**config.mk**
```make
export PLATFORM = sky130hd
export DESIGN_NAME = peek_poke_bundle_fifo
export DESIGN_NICKNAME = d
export VERILOG_FILES = /design/src/rtl/peek_poke_bundle_pkg.sv /design/src/rtl/peek_poke_bundle_ram.sv /design/src/rtl/peek_poke_bundle_fifo.sv
export SDC_FILE = /design/constraint.sdc
export NUM_CORES = 1
export LEC_CHECK = 0
export ABC_AREA = 0
export CORE_UTILIZATION = 57
export CTS_BUF_LIST = sky130_fd_sc_hd__clkbuf_8
export DETAILED_ROUTE_END_ITERATION = 6
export PLACE_DENSITY = 0.93
export SETUP_SLACK_MARGIN = 0.15
export SYNTH_ARGS = -nofsm -noshare
export SYNTH_HDL_FRONTEND = slang
export SYNTH_SLANG_ARGS = --single-unit
export TNS_END_PERCENT = 1
```
**constraint.sdc**
```tcl
create_clock -name clock -period 3.7 [get_ports clock]
set_clock_uncertainty 0.05 [all_clocks]
set_input_delay 0.925 -clock clock [delete_from_list [all_inputs] [get_ports clock]]
set_output_delay 0.925 -clock clock [all_outputs]
set_load 0.01 [all_outputs]
```
**src/rtl/peek_poke_bundle_pkg.sv**
```systemverilog
// Shared types and constants for the peek/poke bundle FIFO.
// The bundle packs MSB->LSB as {aUInt, aSInt, aBundle_aBool, aBottomBool}.
package peek_poke_bundle_pkg;

    localparam int UINT_W_DEF = 4;
    localparam int SINT_W_DEF = 5;
    localparam int XFER_CNT_W = 16;

    // Bundle layout at the default field widths.
    typedef struct packed {
        logic [UINT_W_DEF-1:0] aUInt;
        logic [SINT_W_DEF-1:0] aSInt;
        logic                  aBundle_aBool;
        logic                  aBottomBool;
    } bundle_t;

    // Flat width of a bundle for arbitrary field widths (two trailing bools).
    function automatic int bundle_width(input int uint_w, input int sint_w);
        return uint_w + sint_w + 2;
    endfunction

endpackage

```
**src/rtl/peek_poke_bundle_ram.sv**
```systemverilog
// DEPTH x WIDTH register array: one synchronous write port, one
// asynchronous read port. Contents are never cleared.
module peek_poke_bundle_ram #(
    parameter  int WIDTH  = 11,
    parameter  int DEPTH  = 4,
    localparam int ADDR_W = $clog2(DEPTH)
) (
    input  logic              clock,
    input  logic              wr_en,
    input  logic [ADDR_W-1:0] wr_addr,
    input  logic [WIDTH-1:0]  wr_data,
    input  logic [ADDR_W-1:0] rd_addr,
    output logic [WIDTH-1:0]  rd_data
);

    logic [WIDTH-1:0] mem_reg [DEPTH];
    logic [DEPTH-1:0] wr_sel;

    // One-hot write decode, one select bit per entry.
    generate
        for (genvar gi = 0; gi < DEPTH; gi++) begin : gen_wr_sel
            assign wr_sel[gi] = wr_en && (wr_addr == ADDR_W'(gi));
        end
    endgenerate

    // Store the incoming word into the selected entry.
    always_ff @(posedge clock) begin
        for (int i = 0; i < DEPTH; i++) begin
            if (wr_sel[i]) begin
                mem_reg[i] <= wr_data;
            end
        end
    end

    assign rd_data = mem_reg[rd_addr];

endmodule

```
**src/rtl/peek_poke_bundle_fifo.sv**
```systemverilog
// Elastic DEPTH-entry buffer for the peek/poke test-harness bundle.
// Output data is registered: the head register is loaded with the entry
// that will be at the head next cycle, so a push into an empty FIFO
// appears one cycle later and data is held stable under backpressure.
// Optional feature macro: PEEK_POKE_BUNDLE_FIFO_STATS_EN adds io_xfer_count.
module peek_poke_bundle_fifo
    import peek_poke_bundle_pkg::*;
#(
    parameter  int UINT_W = UINT_W_DEF,
    parameter  int SINT_W = SINT_W_DEF,
    parameter  int DEPTH  = 4,
    localparam int CNT_W  = $clog2(DEPTH) + 1
) (
    input  logic              clock,
    input  logic              reset,
    input  logic              io_in_valid,
    output logic              io_in_ready,
    input  logic [UINT_W-1:0] io_in_aUInt,
    input  logic [SINT_W-1:0] io_in_aSInt,
    input  logic              io_in_aBundle_aBool,
    input  logic              io_in_aBottomBool,
    output logic              io_out_valid,
    input  logic              io_out_ready,
    output logic [UINT_W-1:0] io_out_aUInt,
    output logic [SINT_W-1:0] io_out_aSInt,
    output logic              io_out_aBundle_aBool,
    output logic              io_out_aBottomBool,
    output logic [CNT_W-1:0]  io_count
`ifdef PEEK_POKE_BUNDLE_FIFO_STATS_EN
    ,
    output logic [XFER_CNT_W-1:0] io_xfer_count
`endif
);

    localparam int PTR_W = $clog2(DEPTH);
    localparam int BW    = bundle_width(UINT_W, SINT_W);

    logic [PTR_W-1:0] wr_ptr_reg, wr_ptr_next;
    logic [PTR_W-1:0] rd_ptr_reg, rd_ptr_next;
    logic [CNT_W-1:0] count_reg, count_next;
    logic [BW-1:0]    head_reg, head_next;
    logic [BW-1:0]    in_bundle;
    logic [BW-1:0]    ram_rd_data;
    logic             push;
    logic             pop;

    // Handshake is derived from occupancy only; a full FIFO refuses a push
    // even when the consumer pops in the same cycle.
    assign io_in_ready  = (count_reg != CNT_W'(DEPTH));
    assign io_out_valid = (count_reg != '0);
    assign push         = io_in_valid & io_in_ready;
    assign pop          = io_out_valid & io_out_ready;

    assign in_bundle = {io_in_aUInt, io_in_aSInt, io_in_aBundle_aBool, io_in_aBottomBool};

    peek_poke_bundle_ram #(
        .WIDTH (BW),
        .DEPTH (DEPTH)
    ) u_ram (
        .clock   (clock),
        .wr_en   (push),
        .wr_addr (wr_ptr_reg),
        .wr_data (in_bundle),
        .rd_addr (rd_ptr_next),
        .rd_data (ram_rd_data)
    );

    // Next-state for pointers, occupancy and the head register.
    always_comb begin
        wr_ptr_next = wr_ptr_reg + PTR_W'(push);
        rd_ptr_next = rd_ptr_reg + PTR_W'(pop);
        count_next  = count_reg + CNT_W'(push) - CNT_W'(pop);
        head_next   = head_reg;
        if (push && (rd_ptr_next == wr_ptr_reg)) begin
            // The entry being written now becomes the head: bypass the array.
            head_next = in_bundle;
        end else if (count_next != '0) begin
            head_next = ram_rd_data;
        end
    end

    // Pointer, occupancy and head registers; reset discards in-flight data.
    always_ff @(posedge clock or negedge reset) begin
        if (!reset) begin
            wr_ptr_reg <= '0;
            rd_ptr_reg <= '0;
            count_reg  <= '0;
            head_reg   <= '0;
        end else begin
            wr_ptr_reg <= wr_ptr_next;
            rd_ptr_reg <= rd_ptr_next;
            count_reg  <= count_next;
            head_reg   <= head_next;
        end
    end

    assign io_out_aUInt         = head_reg[BW-1 -: UINT_W];
    assign io_out_aSInt         = head_reg[SINT_W+1 : 2];
    assign io_out_aBundle_aBool = head_reg[1];
    assign io_out_aBottomBool   = head_reg[0];
    assign io_count             = count_reg;

`ifdef PEEK_POKE_BUNDLE_FIFO_STATS_EN
    logic [XFER_CNT_W-1:0] xfer_cnt_reg;

    // Accepted-push counter, wraps naturally at its width.
    always_ff @(posedge clock or negedge reset) begin
        if (!reset) begin
            xfer_cnt_reg <= '0;
        end else if (push) begin
            xfer_cnt_reg <= xfer_cnt_reg + 1'b1;
        end
    end

    assign io_xfer_count = xfer_cnt_reg;
`endif

endmodule
```
; ---- Yosys cells after proc, flatten, opt, wreduce, memory -nomap -nowiden
; Memories as Yosys holds them, arrays and structs flattened.
; Cells that the tools add are included.
[classes]
addsub = 4
eq_ne = 5
mux = 19
bitwise_logic = 2
reduce_logical = 12
[op_table]
columns = op, n
row1 = $mux 11, 5
row2 = $reduce_or 11->1, 3
row3 = $mux 1, 11
row4 = $mux 2, 3
row5 = $reduce_bool 3->1, 2
row6 = $logic_and 1x1->1, 5
row7 = $add 2x1->2, 2
row8 = $eq 2x2->1 const B, 2
row9 = $add 3x1->3, 1
row10 = $ne 3x3->1 const B, 1
row11 = $sub 3x1->3, 1
row12 = $and 1x1->1, 2
row13 = $eq 2x1->1 const B, 1
row14 = $eq 2x2->1, 1
row15 = $logic_not 2->1, 1
row16 = $reduce_bool 2->1, 1
[word_totals]
register_bits = 18
ramBits = 44
output_inout_bits = 16
word_cells = 47
memories = 1
[mem_list]
columns = name, depth, word_bits, read_ports, rd_ports_with_merged_regs, wr, line
row1 = u_ram.mem_reg, 4, 11, 1, 0, 1, peek_poke_bundle_ram.sv:16  ; logic [WIDTH-1:0] mem_reg [DEPTH];

; ---- Depth between registers and ports, before layout
[depth]
word_depth = 9
ltp_mapped = 12
depth_no_buf = 11

; ---- Modules after synthesis
; A second synthesis with hierarchy kept.
[unflattened]
hier_cells = 135
hier_area_um2 = 2501.1
[modules_own_cells]
columns = mod, n_inst, cells_each, area_per_inst_um2, seq_area_each_um2
row1 = peek_poke_bundle_ram, 1, 61, 1620.3, 1321.3
row2 = peek_poke_bundle_fifo, 1, 74, 880.8, 450.4

; ---- Least setup slack after synthesis
; OpenSTA, ideal clock, no wires.
[synth_path]
path_kind = register -> register
start = reg count_reg[1], in the netlist io_count[1]
end = reg head_reg[2]
t_arrival_ns = 2.771
setup_slack_ns = 0.750
stages_incl_launch_ff = 13
n_path_buf = 1
period_less_slack_ns = 2.950
path_cell_list = dfrtp_1 -> or3b_1 -> nand2_1 -> ha_1 -> inv_1 -> ha_1 -> inv_1 -> fa_1 -> clkinv_1 -> or3_4 -> buf_6 -> nand2_1 -> a31oi_1
[synth_between]
elab_chain_len = 6
[synth_rtl]
columns = item, line
row1 = "start, declared", peek_poke_bundle_fifo.sv:40  ; logic [CNT_W-1:0] count_reg, count_next;
row2 = "start signal, assigned", peek_poke_bundle_fifo.sv:92  ; count_reg <= count_next;
row3 = $ne 3x3->1, peek_poke_bundle_fifo.sv:49  ; assign io_in_ready = (count_reg != CNT_W'(DEPTH));
row4 = via io_in_ready, peek_poke_bundle_fifo.sv:17  ; output logic io_in_ready,
row5 = $and 1x1->1, peek_poke_bundle_fifo.sv:51  ; assign push = io_in_valid & io_in_ready;
row6 = $add 3x1->3, peek_poke_bundle_fifo.sv:72  ; count_next = count_reg + CNT_W'(push) - CNT_W'(pop);
row7 = $sub 3x1->3, peek_poke_bundle_fifo.sv:72
row8 = via count_next[1], peek_poke_bundle_fifo.sv:40
row9 = $reduce_bool 3->1, peek_poke_bundle_fifo.sv:77  ; end else if (count_next != '0) begin
row10 = $reduce_bool 2->1 (no line), --
row11 = "end signal, assigned", peek_poke_bundle_fifo.sv:93  ; head_reg <= head_next;
row12 = "end, declared", peek_poke_bundle_fifo.sv:41  ; logic [BW-1:0] head_reg, head_next;
; The timed path passes the listed nets, and every way through them passes these cells. The select of a mux whose other input is x is not followed.
; A chain may end at the register's enable or synchronous reset.

; ---- Worst setup path in the final report
[layout_path]
start = in io_in_valid
end = reg head_reg[9]
[layout_between]
elab_chain_len = 5
[layout_rtl]
columns = item, line
row1 = "start, declared", peek_poke_bundle_fifo.sv:16  ; input logic io_in_valid,
row2 = $and 1x1->1, peek_poke_bundle_fifo.sv:51
row3 = $add 3x1->3, peek_poke_bundle_fifo.sv:72
row4 = $sub 3x1->3, peek_poke_bundle_fifo.sv:72
row5 = via count_next[2], peek_poke_bundle_fifo.sv:40
row6 = $reduce_bool 3->1, peek_poke_bundle_fifo.sv:77
row7 = $reduce_bool 2->1 (no line), --
; The timed path passes the listed nets, and every way through them passes these cells.

==> results.md <==
* Syn Nets at 168
* Initial antenna violation count at 0
* Area grow syn2layout at 22.6%
* FILL cells at 243
* Setup TNS at 0 ps
* CTS resizes at 0
* Yosys top cell area share at 0.526
* Vias in the first global route at 1419
* Final HPWL DP at 3.09 mm
* Core ar. at 4120 um2
* I/O pin total at 31
* Final period util at 0.877
* Initial Utilization at 0.611
* Post-synthesis sequential area ratio at 0.705
* Status: completed
* Worst Setup Slack, final at 457 ps
* Hold Buf Count CTS at 0
* Port bufs at 30
* Synthesis Warnings at 0
* CTS clk-pin slew, worst paths at 70 ps
* Number of flops mapped to enable cells by yosys at 44
* Rel. slew slack at 0.450
* PwrDens at 969 nW/um2
* Synth async-reset ratio at 0.290
* GP Congestion at 0.725
* Root buf cell: clkbuf_8
* Antenna viol nets, final at 0
* Final Hold Vio Count at 0
* Drt drc at 0
* Reg area at 1770 um2
* Clk sinks at 62
* Pin count of the biggest net entering global routing at 23
* Max IR drop VDD at 0.604 mV
* Die Height at 68.4 um
* WP data arrival at 3440 ps
* Reg2Reg Depth at 12
* Clk_lat worst skew at 340 ps
* Die width at 68.4 um
* Total power at 0.00299 W
* Static leakage at 1.17 nW
* Synthesized cell area at 2510 um2
* Routed wire length at 4.64 mm
* TritonCTS clock tree: built
* Antenna Cells at 0
* Hold Path Depth at 2
* Layout cells sized above 1 at 0.179
* Worst-path maximum fanout at 7
* Max reg flops at 44
* Vias per inst at 5.83
* Top-count cell post-synth: edfxtp_1
* Top cells by area, synth: edfxtp_1 53%, dfrtp_1 18%, mux4_2 7.2%, nand2_1 3.4%, mux4_1 3.1%
* Routed length per instance at 18.9 um
* First-pass detailed-route iteration total at 4
* Synthesized instance count at 148
* Via count at 1433
* Prevailing post-synth register cell: edfxtp_1
* Setup Fix Bufs, Post-CTS at 0
* Max Freq at 308 MHz
* Total CTS buffers at 9
* Hold crit path type: reg -> reg
* Placed Cells at 230
* Die area at 4680 um2
* H-Tree Depth at 3
* Critical path class: in -> reg
* GRT Util Overall at 0.235
* Max-slew violations at 0
* Element type at the critical path end: flop
* Commonest cells post-synth: 44 x edfxtp_1, 23 x nand2_1, 18 x dfrtp_1
* Slew @ Worst Pin at 823 ps
* Maxcap violations at 0
* Largest area contributor in the netlist: edfxtp_1
* Hold WS at 498 ps
* DR iter-0 viols at 93
* Final min period at 3240 ps
* Area of the multi-input gates at 681 um2
* CP required at 3890 ps
* RSZ-0062 raised after global routing: false
* Clk buf depth at 2
* Yosys reg bits at 62
* Layout Cells excl Fill at 246
* Total gr overflow at 0
* Syn avg cell area at 17.0 um2
* Layout Nets at 211
* CP startpoint kind: input pin
* # setup viols final at 0
* Place WS at 112 ps
* First-pass GRT wire length at 7.06 mm
* Std cell rows at 23
* Synth cell types at 28
[per-stage QoR]
| step | cell area, um2 | util |
|---|---|---|
| 2_1_floorplan | 2510 | - |
| 3_3_place_gp | 2890 | 0.702 |
| 3_5_place_dp | 2890 | 0.702 |
| 4_1_cts | 3080 | 0.749 |
| 5_1_grt | 3080 | 0.749 |
| 6_report | 3080 | 0.749 |
[cell families (layout without fill, tap and decap cells)]
group | count (synthesis) | after routing | synth area share
compound gates | 11 | 11 | 0.0274
xor+xnor | 5 | 5 | 0.0294
fa+ha+maj | 5 | 5 | 0.0279
buf+inv | 10 | 58 | 0.0239
flops | 62 | 62 | 0.705
mux | 11 | 11 | 0.103
simple gates | 44 | 44 | 0.0832
[critical path: stages]
cell and delay, ps:
clkdlybuf4s50_1 500, nand2_1 140, ha_1 300, inv_1 60, ha_1 120, inv_1 40, fa_1 380, xor3_2 280
nor3_2 220, buf_4 210, nand2_1 60, a31oi_1 190
[worst paths after layout]
path | startpoint | slack (ps) | endpoint
worst max-delay path | io_in_valid | 460 | head_reg[9]
worst min-delay path | head_reg[0] | 500 | head_reg[0]
worst max register to register | io_count[1] | 630 | head_reg[9]
worst min register to register | head_reg[0] | 500 | head_reg[0]
max in group asynchronous | reset | 2070 | head_reg[1]
min in group asynchronous | reset | 1010 | io_count[0]
[placed cells by master (no fill, tap or decap), drive strengths merged]
cell / synthesis / layout
nand4: 1 / 1
nor3b: 2 / 2
nor3: 2 / 2
inv: 3 / 4
clkdlybuf4s50: 0 / 30
buf: 6 / 8
xor3: 1 / 1
clkbuf: 0 / 10
a31oi: 11 / 11
or3: 2 / 2
clkinv: 1 / 5
dfrtp: 18 / 18
nand2: 23 / 23
fa: 1 / 1
xor2: 2 / 2
edfxtp: 44 / 44
and3: 1 / 1
xnor2: 1 / 1
ha: 4 / 4
mux4: 11 / 11
or3b: 1 / 1
bufinv: 0 / 1
nor2: 11 / 11
xnor3: 1 / 1
and2: 1 / 1
[power breakdown]
part	internal, W	switching (W)	leakage, nW
Combinational	0.000677	0.000658	0.454
Sequential	0.000977	0.000107	0.613
Clock	0.000321	0.000247	0.105
Total	0.00197	0.00101	1.17
[area by class of cell]
cell class | instances | area share
multi-input combinational | 76 | 0.221
clock buffer | 10 | 0.0447
clock inverter | 6 | 0.0171
tap | 50 | 0.0203
inverter | 4 | 0.00487
timing repair buffer | 38 | 0.117
sequential | 62 | 0.575
[metal layers]
metal	share of wire	up-vias	GRT usage	wire length (um)
li1	-	644	-	-
met1	0.39	728	0.287	1810
met2	0.53	56	0.373	2460
met3	0.071	5	0.100	329
met4	0.011	0	0.0859	49
met5	0	-	0	0
Power figures use the tool's default switching activity.
